[src/rtl/adc_dual_acq_sched_pkg.sv]
// Shared definitions for the dual-ADC acquisition scheduler: default widths,
// byte-split constants and FSM state codes.
package adc_dual_acq_sched_pkg;

  localparam int DEF_SAMPLE_W = 12;
  localparam int DEF_ADDR_W   = 12;
  localparam int DEF_NSAMP_W  = 12;

  // A 12-bit sample is stored as a low byte [7:0] and a zero-padded high byte.
  localparam int LO_MSB = 7;
  localparam int HI_PAD = 4;

  typedef logic [3:0] state_t;

  localparam state_t ST_IDLE = 4'd0;
  localparam state_t ST_REQ  = 4'd1;
  localparam state_t ST_WAIT = 4'd2;
  localparam state_t ST_WR1L = 4'd3;
  localparam state_t ST_WR1H = 4'd4;
  localparam state_t ST_WR2L = 4'd5;
  localparam state_t ST_WR2H = 4'd6;
  localparam state_t ST_NEXT = 4'd7;
  localparam state_t ST_DONE = 4'd8;

endpackage

[src/rtl/adc_dual_acq_sched_if.sv]
// ADC reader handshake plus BRAM write bus seen by the acquisition scheduler.
// master = scheduler, slave = ADC readers / BRAM side.
interface adc_dual_acq_sched_if
  import adc_dual_acq_sched_pkg::*;
#(
  parameter int SAMPLE_W = DEF_SAMPLE_W,
  parameter int ADDR_W   = DEF_ADDR_W
);
  logic                reqAdc1;
  logic                reqAdc2;
  logic                readyAdc1;
  logic                readyAdc2;
  logic [SAMPLE_W-1:0] dataAdc1;
  logic [SAMPLE_W-1:0] dataAdc2;
  logic [ADDR_W-1:0]   busBramAddr;
  logic [7:0]          busBramOut;
  logic                ctrlWeBram;

  modport master (
    output reqAdc1, reqAdc2, busBramAddr, busBramOut, ctrlWeBram,
    input  readyAdc1, readyAdc2, dataAdc1, dataAdc2
  );

  modport slave (
    input  reqAdc1, reqAdc2, busBramAddr, busBramOut, ctrlWeBram,
    output readyAdc1, readyAdc2, dataAdc1, dataAdc2
  );
endinterface

[src/rtl/adc_dual_acq_sched_sample_hold.sv]
// adc_sample_hold: one-sample holding register for an ADC channel. Captures on
// ready when empty (or being released the same cycle); a ready that finds the
// register occupied is dropped and reported with a one-cycle drop pulse.
module adc_sample_hold
  import adc_dual_acq_sched_pkg::*;
#(
  parameter int SAMPLE_W = DEF_SAMPLE_W
) (
  input  logic                clk,
  input  logic                rstn,
  input  logic                en,
  input  logic                ready,
  input  logic [SAMPLE_W-1:0] data,
  input  logic                rel,
  output logic                full,
  output logic [SAMPLE_W-1:0] q,
  output logic                drop
);

  // A strobe arriving while the held sample is still pending is lost.
  assign drop = en && ready && full && !rel;

  // Capture / release of the held sample.
  always_ff @(posedge clk) begin
    if (!rstn) begin
      full <= 1'b0;
      q    <= '0;
    end else if (en && ready && (!full || rel)) begin
      full <= 1'b1;
      q    <= data;
    end else if (rel) begin
      full <= 1'b0;
    end
  end

endmodule

[src/rtl/adc_dual_acq_sched.sv]
// adc_dual_acq_sched: requests conversions from ADC1 (and ADC2 in dual mode),
// holds each result, and writes it as two bytes into the comm BRAM, ADC1 first.
// Optional feature: define ACQ_TIMEOUT_EN to add a WAIT-state timeout
// (parameter TIMEOUT_CYC, sticky output timeout).
module adc_dual_acq_sched
  import adc_dual_acq_sched_pkg::*;
#(
  parameter int SAMPLE_W = DEF_SAMPLE_W,
  parameter int ADDR_W   = DEF_ADDR_W,
  parameter int NSAMP_W  = DEF_NSAMP_W
`ifdef ACQ_TIMEOUT_EN
  , parameter int TIMEOUT_CYC = 4095
`endif
) (
  input  logic               clk,
  input  logic               rstn,
  input  logic               start,
  input  logic               modeAdc,
  input  logic [NSAMP_W-1:0] nSamples,
  adc_dual_acq_sched_if.master bus,
  output logic               busy,
  output logic               done,
  output logic               overrun,
  output logic               trunc
`ifdef ACQ_TIMEOUT_EN
  , output logic             timeout
`endif
);

  state_t              state;
  state_t              wr_next;
  logic                mode_r;
  logic [NSAMP_W-1:0]  nsamp_r;
  logic [NSAMP_W-1:0]  count_r;
  logic [NSAMP_W-1:0]  count_nxt;
  logic [ADDR_W-1:0]   addr_r;
  logic                full1, full2, drop1, drop2, rel1, rel2, group_ready;
  logic [SAMPLE_W-1:0] q1, q2;
  logic [7:0]          wr_byte;
  logic                is_wr;

  // Holds are flushed in DONE so a partial group never leaks into the next run.
  assign rel1 = (state == ST_WR1H) || (state == ST_DONE);
  assign rel2 = (state == ST_WR2H) || (state == ST_DONE);

  adc_sample_hold #(.SAMPLE_W(SAMPLE_W)) u_hold1 (
    .clk(clk), .rstn(rstn), .en(state != ST_IDLE), .ready(bus.readyAdc1),
    .data(bus.dataAdc1), .rel(rel1), .full(full1), .q(q1), .drop(drop1)
  );

  adc_sample_hold #(.SAMPLE_W(SAMPLE_W)) u_hold2 (
    .clk(clk), .rstn(rstn), .en((state != ST_IDLE) && mode_r), .ready(bus.readyAdc2),
    .data(bus.dataAdc2), .rel(rel2), .full(full2), .q(q2), .drop(drop2)
  );

  // Looking at the incoming strobe lets the first write follow ready by one cycle.
  assign group_ready = (full1 || bus.readyAdc1) && (!mode_r || full2 || bus.readyAdc2);
  assign count_nxt   = count_r + NSAMP_W'(1);

  assign bus.reqAdc1     = (state == ST_REQ);
  assign bus.reqAdc2     = (state == ST_REQ) && mode_r;
  assign bus.busBramAddr = addr_r;
  assign bus.busBramOut  = wr_byte;
  assign bus.ctrlWeBram  = is_wr;

  // Byte select and successor state for the write states.
  always_comb begin
    wr_byte = 8'h00;
    is_wr   = 1'b1;
    wr_next = ST_NEXT;
    case (state)
      ST_WR1L: begin wr_byte = q1[LO_MSB:0]; wr_next = ST_WR1H; end
      ST_WR1H: begin wr_byte = {{HI_PAD{1'b0}}, q1[SAMPLE_W-1:LO_MSB+1]};
                     wr_next = mode_r ? ST_WR2L : ST_NEXT; end
      ST_WR2L: begin wr_byte = q2[LO_MSB:0]; wr_next = ST_WR2H; end
      ST_WR2H: begin wr_byte = {{HI_PAD{1'b0}}, q2[SAMPLE_W-1:LO_MSB+1]}; end
      default: is_wr = 1'b0;
    endcase
  end

`ifdef ACQ_TIMEOUT_EN
  localparam int TW = $clog2(TIMEOUT_CYC + 1);
  logic [TW-1:0] tcnt;

  // Cycles spent waiting for the current sample group.
  always_ff @(posedge clk) begin
    if (!rstn || state != ST_WAIT) tcnt <= '0;
    else                           tcnt <= tcnt + TW'(1);
  end
`endif

  // Acquisition sequencer with status flags.
  always_ff @(posedge clk) begin
    if (!rstn) begin
      state   <= ST_IDLE;
      mode_r  <= 1'b0;
      nsamp_r <= '0;
      count_r <= '0;
      addr_r  <= '0;
      busy    <= 1'b0;
      done    <= 1'b0;
      overrun <= 1'b0;
      trunc   <= 1'b0;
`ifdef ACQ_TIMEOUT_EN
      timeout <= 1'b0;
`endif
    end else begin
      done <= 1'b0;
      if (drop1 || drop2) overrun <= 1'b1;
      case (state)
        ST_IDLE: if (start) begin
          mode_r  <= modeAdc;
          nsamp_r <= nSamples;
          count_r <= '0;
          addr_r  <= '0;
          overrun <= 1'b0;
          trunc   <= 1'b0;
`ifdef ACQ_TIMEOUT_EN
          timeout <= 1'b0;
`endif
          busy    <= 1'b1;
          state   <= (nSamples == '0) ? ST_DONE : ST_REQ;
        end
        ST_REQ:  state <= ST_WAIT;
        ST_WAIT: begin
          if (group_ready) state <= ST_WR1L;
`ifdef ACQ_TIMEOUT_EN
          else if (tcnt == TW'(TIMEOUT_CYC - 1)) begin
            timeout <= 1'b1;
            state   <= ST_DONE;
          end
`endif
        end
        ST_WR1L, ST_WR1H, ST_WR2L, ST_WR2H: begin
          // The last BRAM byte ends the run; the address never wraps.
          if (&addr_r) begin
            trunc <= 1'b1;
            state <= ST_DONE;
          end else begin
            addr_r <= addr_r + ADDR_W'(1);
            state  <= wr_next;
          end
        end
        ST_NEXT: begin
          count_r <= count_nxt;
          state   <= (count_nxt == nsamp_r) ? ST_DONE : ST_REQ;
        end
        ST_DONE: begin
          busy  <= 1'b0;
          done  <= 1'b1;
          state <= ST_IDLE;
        end
        default: state <= ST_IDLE;
      endcase
    end
  end

endmodule

[src/flat_wrapper.sv]
// flat-port wrapper written by rule: the top's interface ports become plain ports
module adc_dual_acq_sched_flat import adc_dual_acq_sched_pkg::*;
#(
  parameter int SAMPLE_W = DEF_SAMPLE_W,
  parameter int ADDR_W   = DEF_ADDR_W,
  parameter int NSAMP_W  = DEF_NSAMP_W

)
  (clk, rstn, start, modeAdc, nSamples, busy, done, overrun, trunc, bus_reqAdc1, bus_reqAdc2, bus_busBramAddr, bus_busBramOut, bus_ctrlWeBram, bus_readyAdc1, bus_readyAdc2, bus_dataAdc1, bus_dataAdc2);
  adc_dual_acq_sched_if #(.SAMPLE_W(SAMPLE_W), .ADDR_W(ADDR_W)) bus_i ();
  input  logic clk;
  input  logic rstn;
  input  logic start;
  input  logic modeAdc;
  input  logic [NSAMP_W-1:0] nSamples;
  output logic busy;
  output logic done;
  output logic overrun;
  output logic trunc;
  output wire logic [$bits(bus_i.reqAdc1)-1:0] bus_reqAdc1;
  output wire logic [$bits(bus_i.reqAdc2)-1:0] bus_reqAdc2;
  output wire logic [$bits(bus_i.busBramAddr)-1:0] bus_busBramAddr;
  output wire logic [$bits(bus_i.busBramOut)-1:0] bus_busBramOut;
  output wire logic [$bits(bus_i.ctrlWeBram)-1:0] bus_ctrlWeBram;
  input wire logic [$bits(bus_i.readyAdc1)-1:0] bus_readyAdc1;
  input wire logic [$bits(bus_i.readyAdc2)-1:0] bus_readyAdc2;
  input wire logic [$bits(bus_i.dataAdc1)-1:0] bus_dataAdc1;
  input wire logic [$bits(bus_i.dataAdc2)-1:0] bus_dataAdc2;
  assign bus_reqAdc1 = bus_i.reqAdc1;
  assign bus_reqAdc2 = bus_i.reqAdc2;
  assign bus_busBramAddr = bus_i.busBramAddr;
  assign bus_busBramOut = bus_i.busBramOut;
  assign bus_ctrlWeBram = bus_i.ctrlWeBram;
  assign bus_i.readyAdc1 = bus_readyAdc1;
  assign bus_i.readyAdc2 = bus_readyAdc2;
  assign bus_i.dataAdc1 = bus_dataAdc1;
  assign bus_i.dataAdc2 = bus_dataAdc2;
  adc_dual_acq_sched #(.SAMPLE_W(SAMPLE_W), .ADDR_W(ADDR_W), .NSAMP_W(NSAMP_W)) u_core (.clk(clk), .rstn(rstn), .start(start), .modeAdc(modeAdc), .nSamples(nSamples), .bus(bus_i), .busy(busy), .done(done), .overrun(overrun), .trunc(trunc));
endmodule
[config.mk]
export PLATFORM = sky130hd
export DESIGN_NAME = adc_dual_acq_sched_flat
export DESIGN_NICKNAME = d
export VERILOG_FILES = /design/src/rtl/adc_dual_acq_sched_pkg.sv /design/src/rtl/adc_dual_acq_sched_if.sv /design/src/rtl/adc_dual_acq_sched_sample_hold.sv /design/src/rtl/adc_dual_acq_sched.sv /design/src/flat_wrapper.sv
export SDC_FILE = /design/constraint.sdc
export NUM_CORES = 1
export LEC_CHECK = 0
export CAP_MARGIN = 10
export CORE_ASPECT_RATIO = 0.8
export CORE_MARGIN = 4
export CORE_UTILIZATION = 50
export DETAILED_ROUTE_END_ITERATION = 10
export PLACE_DENSITY = 0.8
export RECOVER_POWER = 25
export SYNTH_ARGS = -nofsm -noshare
export SYNTH_HDL_FRONTEND = slang
export SYNTH_SLANG_ARGS = --single-unit
[constraint.sdc]
create_clock -name clk -period 2.6 [get_ports clk]
set_clock_uncertainty 0.2 [all_clocks]
set_input_delay 0.78 -clock clk [delete_from_list [all_inputs] [get_ports clk]]
set_output_delay 0.78 -clock clk [all_outputs]
set_load 0.02 [all_outputs]
* Word level (Yosys, flattened, before mapping) *
Index checks and enable logic that the tools add are counted.

cells by class
  equality and inequality tests = 13
  reduce and logical (&&, ||, !) cells = 40
  multiplexer cells = 27
  add/sub/neg operators = 2

operator list
  kind                   count
  $pmux 12 s2            2
  $pmux 8 s4             1
  $add 12x1->12 const B  2
  $mux 12                2
  $mux 4                 5
  $pmux 4 s5             1
  $eq 4x3->1 const B     4
  $eq 12x12->1           1
  $logic_not 12->1       1
  $mux 1                 12
  $pmux 4 s3             1
  $reduce_and 12->1      1
  $logic_and 1x1->1      11
  $reduce_bool 2->1      5
  $eq 4x2->1 const B     2
  $logic_or 1x1->1       8
  $reduce_and 2->1       4
  $reduce_and 3->1       2
  $logic_not 1->1        5
  $eq 4x1->1 const B     1
  $eq 4x4->1 const B     1
  $logic_not 4->1        1
  $ne 2x1->1 const B     2
  $ne 2x2->1 const B     2
  other kinds (4)        5

word-level totals
  logic and storage cells = 95
  flip-flop bits (word level) = 71
  output and inout port bits = 27
  input bits = 42

* Longest topological paths before layout *
  depth after elaboration = 9
  depth in mapped cells = 9
  depth with buffers taken out = 7

* Hierarchy *
From an unflattened synthesis, not the netlist that was laid out.

unflattened totals
  cells, all modules = 472
  area total of the unflattened synthesis = 3,828.7 sq um

by module, submodules not included
  module              instances  area each (sq um)  seq. area each (sq um)  cells each
  adc_dual_acq_sched  1          2,727.6            900.9                   356
  adc_sample_hold     2          550.5              260.2                   58

* Worst setup path before layout *
No wires, ideal clock.

  kind = register -> output
  start point = reg u_core.state[0]
  end point = out bus_busBramOut[0]
  path buffers = 1
  cell stages (with the launch flop) = 7
  path slack = 0.212 ns
  required time = 1.620 ns
  arrival time = 1.408 ns
  cells stage by stage = dfxtp_1 > clkbuf_1 > nor2b_1 > nand2_1 > o21ai_0 > a21oi_1 > nor2_1

between the ends
  cells in the longest elaborated chain, start to end = 2
  elaborated cells on any way between the ends = 5
  classes of those cells = 4 x eq/ne; 1 x mux

ends and longest elaborated chain
  item                                      line                       source
  from (decl)                               adc_dual_acq_sched.sv:30   state_t state;
  from (signal assigned)                    adc_dual_acq_sched.sv:122  state <= (nSamples == '0) ? ST_DONE : ST_REQ;
  from (signal assigned)                    adc_dual_acq_sched.sv:141  state <= wr_next;
  from (signal assigned)                    adc_dual_acq_sched.sv:146  state <= (count_nxt == nsamp_r) ? ST_DONE : ST_REQ;
  $eq 4x3->1 or $eq 4x2->1 (tied branches)  adc_dual_acq_sched.sv:71   case (state)
  $pmux 8 s4 (*)                            adc_dual_acq_sched.sv:71
  to (decl)                                 flat_wrapper.sv:23         output wire logic [$bits(bus_i.busBramOut)-1:0] bus_busBramOut;

Mark *: on every way between the ends. The rest lies on a longest branch, timed or not.

* Worst setup path in the final report *
  start point = reg u_core.state[0]
  end point = out bus_reqAdc1

between the ends
  cells in the longest elaborated chain, start to end = 1

ends and longest elaborated chain
  item        line                      source
  $eq 4x1->1  adc_dual_acq_sched.sv:60  assign bus.reqAdc1 = (state == ST_REQ);
  to (decl)   flat_wrapper.sv:20        output wire logic [$bits(bus_i.reqAdc1)-1:0] bus_reqAdc1;

Every way passes these cells.

==> impl_metrics.csv <==
group,metric,value,unit
outcome,outcome,"finished, final reports clean",
placement,dpl_cell_area,0.00446,mm^2
synth,ys_warn_count,0,
worst_setup_path,crit_slowest_cell,"dfxtp_1",
routing,first_pass_iters,4,
hold_path,hp-class,"reg2reg",
worst_setup_path,path_common_cell,"buf_4",
clocking,insertion_delay,340,ps
global_route,grt_max_degree,53,
worst_setup_path,r2r-end,"u_core.state[0]",
routing,num_vias,3372,
routing,vias_per_cell,5.61,
global_route,gr-total-overflow,0,
sta,fmax,397,MHz
worst_setup_path,crit_arrival,1540,ps
sta,finalMaxSlewViolations,0,
sta,setup_viol,0,
clocking,root_buffer,"clkbuf_8",
synth,synthFlopType,"dfxtp_1",
worst_setup_path,reg2reg_from,"u_core.count_r[1]",
clocking,clk_pin_slew,80,ps
synth,synth_common_cells,"dfxtp_1 (71), nor2_1 (66), nand2_1 (56)",
global_route,grt_pass1_vias,3271,
routing,final_antenna_net_count,0,
clocking,cts_tree,"built",
final_layout,fin_nets,554,
power_and_ir_drop,leakagePower,1.88,nW
worst_setup_path,path_buf_inv,3,
global_route,grtUsageTotal,21.9,%
job,maxCapViolCount,0,
synth,yosysMostFrequentCell,"dfxtp_1",
routing,post_drt_wl_per_cell,15.0,um
worst_setup_path,critPathTopFamily,"buffers and inverters",
placement,place_hpwl,6440,um
synth,netlist_instances,429,
worst_setup_path,startpoint_type,"register",
final_layout,layout-drive-gt1-share,13.2,%
clocking,clockBufferDepth,2,
sta,max-slew-margin-rel,29.7,%
hold_path,hp-start,"u_core.nsamp_r[0]",
synth,synth_top_area_share,39.9,%
worst_setup_path,worstSetupPathType,"reg2out",
sta,final_hold_viol_count,0,
sta,worst_pin_slew,1050,ps
sta,layout_min_cycle_time,2520,ps
die,fp.dieArea,0.00855,mm^2
synth,ys_seq_area_share,39.9,%
die,io_pins,69,
worst_setup_path,reg2reg_depth,7,
clocking,clock_sinks,71,
worst_setup_path,r2r_setup_slack,260,ps
global_route,grt_antenna_before_repair,0,
worst_setup_path,path_max_fanout,5,
die,dieWidth,102,um
hold_path,min_delay_path_depth,2,
sta,rsz0062_at_grt,"false",
synth,avgSynthCellArea,8.31,um^2
hold_path,hold_end,"u_core.nsamp_r[0]",
routing,drcViolationCount,0,
routing,first_iter_violations,203,
placement,gp_congestion,0.897,
worst_setup_path,cp_num_cells,5,
worst_setup_path,path_cells,"nor2b_1, buf_4, buf_4, and2_1, clkdlybuf4s15_1",
synth,yosysTopAreaCell,"dfxtp_1",
synth,ys_types,55,
placement,portBuffers,68,
sta,period_share,96.8,%
synth,synth-edff-count,0,
synth,ys_ff_latch,71,
power_and_ir_drop,ir_drop,432,uV
power_and_ir_drop,p_per_area,732,mW/mm^2
die,initial_utilization,51.7,%
die,rows,27,
worst_setup_path,required,1620,ps
synth,syn_nets,473,
routing,wirelength,9020,um
synth,async_flop_share,0,%
final_layout,diodes,0,
worst_setup_path,max_stage_delay,390,ps
placement,place_ws,-60.7,ps
die,coreArea,0.00689,mm^2
global_route,grt_pass1_wl,15200,um
clocking,htree_num_levels,3,
synth,yosys-top-cells-area,"dfxtp_1 (40%), mux2i_1 (8.1%), nor2_1 (6.9%), nand2_1 (5.9%), a21oi_1 (5.1%)",
worst_setup_path,end_kind,"output port",
final_layout,syn_to_final_growth,30.7,%
sta,setup_ws,82.8,ps
clocking,cts-buffers-inserted,9,
synth,syn-cell-area,0.00356,mm^2
final_layout,design_area,0.00466,mm^2
die,die_height,83.5,um
[power by group]
group,internal [W],switching (W)
clock network,0.000464,0.000419
logic,0.000553,0.000654
registers,0.00122,0.000105
[metal layers]
metal	wire length (um)	global-route usage (%)
met5	0	0
met3	637	4.59
met4	145	7.15
met1	4210	30.7
met2	4030	33.6
[stage by stage]
stage	cells	utilization [%]	hold slack [ps]	power (W)	setup TNS, ps
floorplan	429	-	247	0.00208	0
global placement	585	64.7	260	0.00250	0
detailed placement	585	64.7	262	0.00253	-230
CTS	602	67.5	273	0.00344	-67.8
global route	601	67.6	305	0.00361	0
finish	601	67.6	271	0.00341	0
[how the worst max path moves through the flow]
stage / endpoint / startpoint / slack [ps]
4_1_cts: bus_ctrlWeBram / u_core.state[1] / -70
2_1_floorplan: bus_busBramOut[0] / u_core.state[0] / 210
3_3_place_gp: u_core.state[0] / nSamples[9] / 10
3_5_place_dp: bus_busBramOut[4] / u_core.state[1] / -60
6_report: bus_reqAdc1 / u_core.state[0] / 80
5_1_grt: bus_busBramOut[0] / u_core.state[1] / 6
[state kept, by name, summed over array words and instances (netlist names)]
| register | flops |
|---|---|
| u_core.nsamp_r | 12 |
| u_core.busy | 1 |
| u_core.state | 4 |
| u_core.u_hold2.full | 1 |
| u_core.count_r | 12 |
| u_core.trunc | 1 |
| u_core.done | 1 |
| u_core.bus.busBramAddr | 12 |
| u_core.overrun | 1 |
| u_core.u_hold1.q | 12 |
| u_core.mode_r | 1 |
| u_core.u_hold1.full | 1 |
| u_core.u_hold2.q | 12 |
[worst register-to-register path, cell delays in order, from the launching register on]
cell and delay (ps):
dfxtp_1 420, ha_1 280, nand3_1 280, nor2_1 270, xnor2_1 170, o211ai_1 130
nor4bb_2 330, a211oi_1 140
[timing repair]
item | 4_1_cts | 5_1_grt
pin swaps | 0 | 3
hold buffers | 0 | 0
gates resized for setup | 28 | 16
endpoints found under the setup margin | 11 | 9
endpoints found under the hold margin | 0 | 0
buffers inserted | 2 | 0
[cell type report]
type | count | area (um^2)
fill | 574 | 2230
multi-input combinational | 331 | 2060
sequential | 71 | 1430
timing repair buffer | 93 | 858
clock buffer | 10 | 138
tap | 87 | 109
clock inverter | 5 | 58.8
inverter | 4 | 15.0
[logic make-up after synthesis]
kind of cell               Yosys count  share of synthesized area [%]
and+or+nand+nor                    191                           26.6
AOI/OAI and AO/OA                   78                           13.1
DFF                                 71                           39.9
muxes                               32                           9.09
xor gates and xnor gates            28                           7.09
buffers and inverters               27                           3.54
adders and majority gates            2                          0.702
[cells in the final DEF, fill, tap and decap left out, drive strengths merged, types with 2 or more instances in the layout]
cell	synthesis	final
dfxtp	71	71
nor2	66	66
clkdlybuf4s50	0	56
nand2	56	56
a21oi	37	37
mux2i	29	29
buf	12	27
o21ai	16	16
clkbuf	11	15
xor2	14	14
xnor2	14	14
and3	12	12
nand4	12	12
nand3	11	11
nor3	9	9
nor4	7	7
nor3b	5	5
nor2b	5	5
a22oi	4	4
a211oi	4	4
clkinv	2	4
o21a	3	3
dlygate4sd2	0	3
mux2	3	3
or4	2	2
o211a	2	2
a31oi	2	2
a211o	2	2
ha	2	2
clkinvlp	0	2
inv	2	2
a21boi	2	2
Note: power is estimated with default switching activity, not from simulation.
